<file path="config.mk">
export PLATFORM = sky130hd
export DESIGN_NAME = state_report
export DESIGN_NICKNAME = d
export VERILOG_FILES = /design/src/rtl/state_report.sv
export SDC_FILE = /design/constraint.sdc
export NUM_CORES = 1
export LEC_CHECK = 0
export BUFFER_PORTS_ARGS = -buffer_cell sky130_fd_sc_hd__clkbuf_2
export CAP_MARGIN = 20
export CORE_ASPECT_RATIO = 0.7
export CORE_UTILIZATION = 57
export DETAILED_ROUTE_END_ITERATION = 10
export PLACE_DENSITY = 0.95
export SYNTH_ARGS = -nofsm -noshare
export SYNTH_HDL_FRONTEND = slang
export SYNTH_SLANG_ARGS = --single-unit
</file>
<file path="constraint.sdc">
create_clock -name clk -period 3.4 [get_ports clk]
set_input_delay 0.17 -clock clk [delete_from_list [all_inputs] [get_ports clk]]
set_output_delay 0.17 -clock clk [all_outputs]
set_load 0.01 [all_outputs]
</file>
<file path="src/rtl/state_report.sv">
// state_report: snapshots the AWG control fields on request and streams them
// as an ASCII frame "f<s><f><a><p>" [CR LF] over a valid/ready byte interface.
//
// Ports:
//   clk, rst            clock; async active-high reset
//   report_req          one-cycle request to send a frame
//   state[4:0]          waveform select field
//   state_freq[7:0]     frequency field
//   state_amp[7:0]      amplitude field
//   state_phase[7:0]    phase field
//   tx_data[7:0]        current frame byte
//   tx_valid, tx_ready  byte stream handshake
//   busy                frame in progress
//   done                one-cycle pulse after the last byte is accepted
//   range_err           with done: some field in the frame was > 9
//
// Build option: define STATE_REPORT_CRLF_EN to terminate frames with CR LF.
module state_report (
  input  logic       clk,
  input  logic       rst,
  input  logic       report_req,
  input  logic [4:0] state,
  input  logic [7:0] state_freq,
  input  logic [7:0] state_amp,
  input  logic [7:0] state_phase,
  output logic [7:0] tx_data,
  output logic       tx_valid,
  input  logic       tx_ready,
  output logic       busy,
  output logic       done,
  output logic       range_err
);

  localparam logic [7:0] HEADER   = 8'h66;
  localparam logic [7:0] BAD_CHAR = 8'h3F;
  localparam logic [7:0] CR       = 8'h0D;
  localparam logic [7:0] LF       = 8'h0A;

`ifdef STATE_REPORT_CRLF_EN
  localparam logic [2:0] LAST_IDX = 3'd6;
`else
  localparam logic [2:0] LAST_IDX = 3'd4;
`endif

  typedef enum logic [1:0] {
    IDLE,
    SEND,
    DONE
  } fsm_t;

  fsm_t       fsm_q, fsm_d;
  logic [2:0] idx_q, idx_d;
  logic       pend_q, pend_d;
  logic       err_q, err_d;
  logic       load;
  logic       new_err;
  logic [7:0] frame_byte;

  logic [4:0] snap_state_q;
  logic [7:0] snap_freq_q;
  logic [7:0] snap_amp_q;
  logic [7:0] snap_phase_q;

  function automatic logic bad(input logic [7:0] v);
    return v > 8'd9;
  endfunction

  function automatic logic [7:0] enc(input logic [7:0] v);
    if (bad(v))
      return BAD_CHAR;
    return 8'h30 + {4'h0, v[3:0]};
  endfunction

  // The whole width is compared, so e.g. 16 or 19 report '?'.
  assign new_err = bad({3'b000, state}) | bad(state_freq) |
                   bad(state_amp) | bad(state_phase);

  always_comb begin
    frame_byte = 8'h00;
    case (idx_q)
      3'd0:    frame_byte = HEADER;
      3'd1:    frame_byte = enc({3'b000, snap_state_q});
      3'd2:    frame_byte = enc(snap_freq_q);
      3'd3:    frame_byte = enc(snap_amp_q);
      3'd4:    frame_byte = enc(snap_phase_q);
      3'd5:    frame_byte = CR;
      3'd6:    frame_byte = LF;
      default: frame_byte = 8'h00;
    endcase
  end

  always_comb begin
    fsm_d     = fsm_q;
    idx_d     = idx_q;
    pend_d    = pend_q;
    err_d     = err_q;
    load      = 1'b0;
    tx_valid  = 1'b0;
    tx_data   = 8'h00;
    busy      = (fsm_q != IDLE);
    done      = 1'b0;
    range_err = 1'b0;
    unique case (fsm_q)
      IDLE: begin
        if (report_req)
          load = 1'b1;
      end
      SEND: begin
        tx_valid = 1'b1;
        tx_data  = frame_byte;
        if (report_req)
          pend_d = 1'b1;
        if (tx_ready) begin
          if (idx_q == LAST_IDX)
            fsm_d = DONE;
          else
            idx_d = idx_q + 3'd1;
        end
      end
      DONE: begin
        done      = 1'b1;
        range_err = err_q;
        // A request landing in this cycle is treated as pending.
        if (pend_q || report_req)
          load = 1'b1;
        else
          fsm_d = IDLE;
      end
      default: fsm_d = IDLE;
    endcase
    if (load) begin
      fsm_d  = SEND;
      idx_d  = 3'd0;
      pend_d = 1'b0;
      err_d  = new_err;
    end
  end

  always_ff @(posedge clk or posedge rst) begin
    if (rst) begin
      fsm_q        <= IDLE;
      idx_q        <= 3'd0;
      pend_q       <= 1'b0;
      err_q        <= 1'b0;
      snap_state_q <= 5'd0;
      snap_freq_q  <= 8'd0;
      snap_amp_q   <= 8'd0;
      snap_phase_q <= 8'd0;
    end else begin
      fsm_q  <= fsm_d;
      idx_q  <= idx_d;
      pend_q <= pend_d;
      err_q  <= err_d;
      if (load) begin
        snap_state_q <= state;
        snap_freq_q  <= state_freq;
        snap_amp_q   <= state_amp;
        snap_phase_q <= state_phase;
      end
    end
  end

endmodule

</file>
* Word-level counts from Yosys, hierarchy flattened
Cells that the tools add are included.
** Word-level totals
- Register bits after elaboration :: 36
- Input bits :: 33
- Logic and storage cells :: 83
** Operators by class
- $add $sub $neg :: 5
- Order comparisons :: 8
- Equal/unequal tests :: 13
- Multiplexer cells :: 36
- Bitwise operators :: 3
- Reductions and logical operators :: 10
** Operators by type and width (count)
- $mux W8 :: 9
- $pmux W8 S7 :: 1
- $gt A8 B4 Y1 const B :: 6
- $add A6 B4 Y7 const A :: 4
- $mux W1 :: 16
- $mux W3 :: 4
- $gt A5 B4 Y1 const B :: 2
- $eq A3 B3 Y1 const B :: 3
- $ne A3 B3 Y1 const B :: 3
- $mux W2 :: 4
- $reduce_bool A2 Y1 :: 4
- $eq A3 B2 Y1 const B :: 2
- $pmux W2 S3 :: 1
- $ne A2 B2 Y1 const B :: 2
- $reduce_and A4 Y1 :: 1
- $add A3 B1 Y3 const B :: 1
- $eq A3 B1 Y1 const B :: 1
- $logic_not A3 Y1 :: 1
- $or A1 B1 Y1 :: 3
- $reduce_and A3 Y1 :: 1
- $eq A2 B1 Y1 const B :: 1
- $eq A2 B2 Y1 const B :: 1
- $logic_not A2 Y1 :: 1
- $pmux W1 S2 :: 1
- other kinds (2) :: 2

* Logic depth before layout (Yosys ltp)
Gate-level depths: netlist of run 1.
- Word-level depth :: 6
- Gate-level depth with buffers :: 6

* Least setup slack after synthesis of run 1
OpenSTA, ideal clock, no wires.
- Path type :: register -> output
- From :: register idx_q[2]
- To :: output port tx_data[0]
- Arrival :: 1.727 ns
- Path slack :: 1.503 ns
- Cell stages (with the launch flop) :: 6
- Buffers on the path :: 1
- Path through :: dfrtp_1 > clkbuf_1 > inv_1 > ha_1 > o41ai_1 > o22ai_1
** On the way
- Cells in the longest elaborated chain, start to end :: 3
** RTL lines
- start: declaration :: line 52 : logic [2:0] idx_q, idx_d;
- start signal: assignment :: line 151 : idx_q <= idx_d;
- $eq A3 B3 Y1, or another cell as far along :: line 80 : case (idx_q)
- $pmux W8 S7 (*) :: line 80
- $mux W8 (*) :: line 103 : unique case (fsm_q)
- end: declaration :: line 26 : output logic [7:0] tx_data,
Every way passes the cells marked *; elsewhere a longest branch is shown, timed or not.

* Worst setup path after layout of run 1
Ends and elaborated chain as after synthesis.

==> flow_summary.yaml, run 1 <==
critical_path:
  crit_required_ns: 3.23
  path_max_fanout: 12
  crit_cells: 5
  cp_cell_sequence: "inv_1 -> ha_1 -> o41ai_1 -> o22ai_1 -> clkbuf_2"
  crit_arrival_ns: 2.28
  cp_slowest_stage_delay_ns: 0.66
  worstSetupStartpointType: "flop"
  cp_top_family: "compound AO/OA/AOI/OAI gates"
  critPathSlowestCell: "o41ai_1"
  end_kind: "primary output"
  critPathKind: "reg2out"
  rr_worst_depth: 4
  crit_buf_inv: 2
timing:
  setup_tns_ns: 0
  maxSlewViolCount: 0
  skew_ns: 0.00461
  period_share: 0.721
  setup_violations: 0
  fmax_mhz: 408
  hold_viol: 0
  rsz0062_at_grt: "false"
  hold_slack_ns: 0.104
  slew_headroom: 0.525
  min_period_ns: 2.45
  tightest_slew_ns: 0.707
place:
  hpwl_um: 2880
  dpl_cell_area_mm2: 0.00208
  dp.cells: 238
  place.gp.congestion: 0.881
  io_buffer_count: 43
synth:
  ys_ff_latch: 36
  synth_async_sr_flop_share: 1.00
  seq_area_frac_synth: 0.492
  synthTopCellsByArea: "dfrtp_1 (49%), mux2_2 (18%), ha_1 (3.4%)"
  yosys_warnings: 0
  synth_common_cells: "dfrtp_1 (36), mux2_2 (29), a21oi_1 (10), nor2_1 (10), o21ai_0 (9)"
  synthFlopType: "dfrtp_1"
  synth-edff-count: 0
  synth_top_area_frac: 0.492
  synth_cell_types: 40
  synthCells: 163
  synth_top_cell_by_area: "dfrtp_1"
  syn_area_mm2: 0.00183
  syn_nets: 201
  yosysMostFrequentCell: "dfrtp_1"
  syn_area_per_cell_um2: 11.2
routing:
  ant_nets: 0
  wirelength_um: 3820
  wl_per_cell_um: 15.5
  via_count: 1442
  firstDrtPassIters: 4
  avgViaCountPerCell: 5.86
  drcViolationCount: 0
  drt_iter0_drc: 68
clocking:
  htreeDepth: 2
  cts_buffer_depth: 2
  tritoncts: "done"
  postCtsHoldBufs: 1
  path_clk_slew_ns: 0.07
  numCtsBuffers: 5
  cts_setup_buffers: 0
  root_buffer: "clkbuf_8"
  clock-sinks: 36
  cts_resized: 0
  clock_latency_ns: 0.29
pwr:
  p_per_area_mw_per_mm2: 907
  p_leak_uw: 0.000977
  ir_drop_mv: 0.541
worst_hold_path:
  hp-class: "in2reg"
  hold_depth: 2
floorplan:
  die_width_um: 69.7
  coreArea_mm2: 0.00292
  die_y_um: 49.4
  ios: 45
  rows: 16
  start_util: 0.626
  design.die.area_mm2: 0.00345
grt:
  grt_pass1_vias: 1390
  antenna_found_initial: 0
  grt_pass1_wl_um: 6690
  grt.total_usage: 0.260
  overflow: 0
  grt_max_degree: 37
finish:
  layout.cells.non_filler: 246
  antenna_cells: 0
  stdcell_area_mm2: 0.00218
  area_growth_pct: 19.3
  multi_input_area_um2: 886
  fin_util: 0.747
  drive_gt1_frac: 0.414
  seqCellArea_um2: 901
  fill_cells: 223
  nets: 248
run_status:
  status: "finished, final reports clean"
job:
  drv_cap: 0
cell type report:
cell class / count / area share
repair buffers: 46 / 0.110
clock buffers: 7 / 0.0441
well taps: 36 / 0.0206
inverters: 4 / 0.00688
flip-flops and latches: 36 / 0.413
multi-input cells: 117 / 0.406
cell families after synthesis:
family | Yosys count | synth area share
AND/OR/NAND/NOR | 45 | 0.129
flip-flops | 36 | 0.492
AO/OA/AOI/OAI | 35 | 0.129
other | 1 | 0.00205
buffers and inverters | 10 | 0.0253
multiplexers | 30 | 0.184
adder cells (fa/ha/maj) | 5 | 0.0342
XOR/XNOR | 1 | 0.00479
power breakdown:
| part | switching (uW) | internal (uW) |
|---|---|---|
| clock network | 144 | 180 |
| logic | 400 | 434 |
| registers | 185 | 636 |
routing by layer:
metal,track usage,up-vias,wire (um)
met5,0,-,0
met4,0.0967,0,37
met3,0.0640,6,242
met2,0.371,43,1670
met1,0.385,699,1870
li1,-,694,-
worst paths after layout:
check | to | from | slack [ns]
worst min register to register | snap_amp_q[6]$_DFFE_PP0P_ | snap_amp_q[6]$_DFFE_PP0P_ | 0.51
worst min-delay path | snap_amp_q[0]$_DFFE_PP0P_ | state_amp[0] | 0.10
worst max-delay path | tx_data[0] | idx_q[2]$_DFFE_PP0P_ | 0.95
max in group asynchronous | idx_q[0]$_DFFE_PP0P_ | rst | 2.57
min in group asynchronous | snap_state_q[3]$_DFFE_PP0P_ | rst | 0.51
worst max register to register | snap_phase_q[3]$_DFFE_PP0P_ | fsm_q[1]$_DFFE_PP0P_ | 1.66
state kept, by name, indices dropped and copies added (netlist names):
name and cells:
snap_amp_q 8, snap_freq_q 8, snap_phase_q 8, snap_state_q 5, idx_q 3, fsm_q 2, err_q 1, pend_q 1
cell usage in the layout (no fill, tap or decap), types with 2 or more instances in the layout:
cell type,n
and2_1,2
ha_1,5
a21oi_1,10
a2111o_1,2
nor3_1,3
nand2_1,7
nand2b_1,2
a222oi_1,2
o21ai_0,9
nand4_1,2
clkbuf_2,43
nor2b_1,2
or2_2,3
buf_4,2
nand3_1,5
nand3b_1,2
clkbuf_8,7
nor2_1,9
dfrtp_1,36
mux2_2,29
nor4_1,4
inv_1,4
metrics by stage:
| step | total power (uW) | setup slack (ns) |
|---|---|---|
| after floorplan | 1390 | 1.50 |
| after global placement | 1610 | 1.36 |
| after detailed placement | 1650 | 1.29 |
| after CTS | 1980 | 0.967 |
| after global routing | 2120 | 0.782 |
| final | 1980 | 0.950 |
worst register-to-register path, cell delays in order (launching register included):
cell and delay (ns):
dfrtp_1 0.39, a21oi_1 0.09, nor2_2 0.34, buf_4 0.40, mux2_2 0.39
Power figures use the tool's default switching activity.
==> inputs of run 2 (changes only) <==
Settings changed: CORE_UTILIZATION 57 to 52, PLACE_DENSITY 0.95 to 0.9.
Clock period 3.4 ns to 2.4 ns, I/O delays scaled along.
==> run 2 against run 1 <==
  * Die area is 9.3% higher
  * Combinational power grew 41%
  * Worst hold slack got worse by 0.043 ns
  * Final cell count is 4.9% higher
  * Sequential cell count is the same
  * Sequential share of layout area decreased by 0.28 points
  * Sequential power increased by 40%
  * Clock power up 34%
  * Cell area up 0.69%
  * Via count grew 0.35%
  * Global-route usage shrank 3.0 points
  * Wire length rose by 0.18%
  * Critical endpoint unchanged
  * Largest cell class unchanged
  * Highest routed layer unchanged
==> flow_summary.yaml, run 2 (synthesis gave the netlist of run 1 again) <==
critical_path:
  rr_worst_depth: 4
  r2r-start: "fsm_q[0]$_DFFE_PP0P_"
  reg2reg_to: "idx_q[2]$_DFFE_PP0P_"
  path_max_fanout: 4
  critPathKind: "reg2out"
  end_kind: "primary output"
  crit_required_ns: 2.28
  r2r_setup_slack_ns: 0.76
  crit_arrival_ns: 2.08
  worstSetupStartpointType: "flop"
job:
  drv_cap: 0
floorplan:
  ios: 45
  die_y_um: 51.6
  die_width_um: 72.9
  rows: 17
  start_util: 0.562
  design.die.area_mm2: 0.00377
  coreArea_mm2: 0.00325
pwr:
  p_leak_uw: 0.000977
  p_per_area_mw_per_mm2: 1260
  ir_drop_mv: 0.616
timing:
  period_share: 0.915
  setup_tns_ns: 0
  slew_headroom: 0.554
  fmax_mhz: 455
  setup_violations: 0
  hold_viol: 0
  rsz0062_at_grt: "false"
  maxSlewViolCount: 0
  hold_slack_ns: 0.0613
  skew_ns: 0.00817
  min_period_ns: 2.20
  tightest_slew_ns: 0.663
worst_hold_path:
  hp-class: "in2reg"
  hold_start: "state_amp[0]"
  holdPathEnd: "snap_amp_q[0]$_DFFE_PP0P_"
  hold_depth: 2
clocking:
  numCtsBuffers: 5
  path_clk_slew_ns: 0.06
  tritoncts: "done"
  cts_setup_buffers: 0
  clock_latency_ns: 0.29
  root_buffer: "clkbuf_8"
  htreeDepth: 2
  cts_buffer_depth: 2
  clock-sinks: 36
place:
  io_buffer_count: 43
  hpwl_um: 2850
  dpl_cell_area_mm2: 0.00209
  dp.cells: 249
  place.gp.congestion: 0.879
run_status:
  status: "finished, final reports clean"
routing:
  wl_met3_um: 230
  dr.max_layer_used: "met4"
  met2WireLength_um: 1670
  wl_per_cell_um: 14.8
  ant_nets: 0
  wirelength_um: 3830
  avgViaCountPerCell: 5.61
  via_count: 1447
  m1WireLength_um: 1860
  drcViolationCount: 0
  drt_iter0_drc: 92
  firstDrtPassIters: 4
finish:
  mostFrequentLayoutCell: "clkbuf_2"
  stdcell_area_mm2: 0.00220
  final_cell_mix: "clkbuf_2 (43), dfrtp_1 (36), mux2_2 (29), a21oi_1 (10)"
  antenna_cells: 0
  top_regs: "snap_amp_q x8, snap_freq_q x8, snap_phase_q x8"
  drive_gt1_frac: 0.412
  layout.cells.non_filler: 258
  area_growth_pct: 20.1
  nets: 248
grt:
  grt_pass1_wl_um: 6250
  grt_max_degree: 36
  overflow: 0
  antenna_found_initial: 0
  grt_pass1_vias: 1352
  grt.total_usage: 0.229
## run 2: cell types whose count changed in the layout (fill, tap and decap cells not counted), sizes merged
cell,previous run,this run
clkbuf,50,51
## run 2: worst max-delay path by stage
| stage | start | end | slack, ns | cells past startpoint |
|---|---|---|---|---|
| after floorplan | idx_q[2]$_DFFE_PP0P_ | tx_data[0] | 0.55 | 5 |
| after global placement | idx_q[2]$_DFFE_PP0P_ | tx_data[0] | 0.48 | 5 |
| after detailed placement | idx_q[2]$_DFFE_PP0P_ | tx_data[0] | 0.40 | 5 |
| after CTS | idx_q[2]$_DFFE_PP0P_ | tx_data[0] | 0.08 | 5 |
| after global routing | snap_amp_q[7]$_DFFE_PP0P_ | tx_data[2] | 0.04 | 5 |
| final | snap_amp_q[7]$_DFFE_PP0P_ | tx_data[0] | 0.20 | 5 |
## run 2: cell type report
class | instances | area [um2]
sequential | 36 | 901
timing repair buffer | 46 | 240
fill | 264 | 1060
inverter | 4 | 15.0
clock buffer | 8 | 90.1
tap | 47 | 58.8
multi-input combinational | 117 | 893
## run 2: power breakdown
part           switching (uW)  internal, uW  total [uW]
Clock                     201           234         435
Sequential                249           901        1150
Combinational             562           620        1180
Total                    1010          1750        2770
## run 2: timing repair
action                     4_1_cts  5_1_grt
resized for setup                0        1
hold buffers                     1        0
setup endpoints to repair        0        4
hold endpoints to repair        15        0
## run 2: stage by stage
stage                     setup slack, ns   util  power, uW
final                               0.204  0.676       2770
after floorplan                     0.553      -       1970
after global routing               0.0436  0.676       2970
after detailed placement            0.396  0.642       2310
after global placement              0.483  0.642       2280
after CTS                          0.0762  0.673       2760
## run 2: layer usage
layer,vias up,track usage
met5,-,0
met2,48,0.347
met3,9,0.0523
met1,701,0.317
li1,689,-
met4,0,0.101
## run 2: critical path, cell delays in order, from the launching register on
cell and delay (ns):
dfrtp_1 0.37, nor4_1 0.58, nand3b_1 0.19, a221oi_1 0.37
o22ai_1 0.14, clkbuf_2 0.15
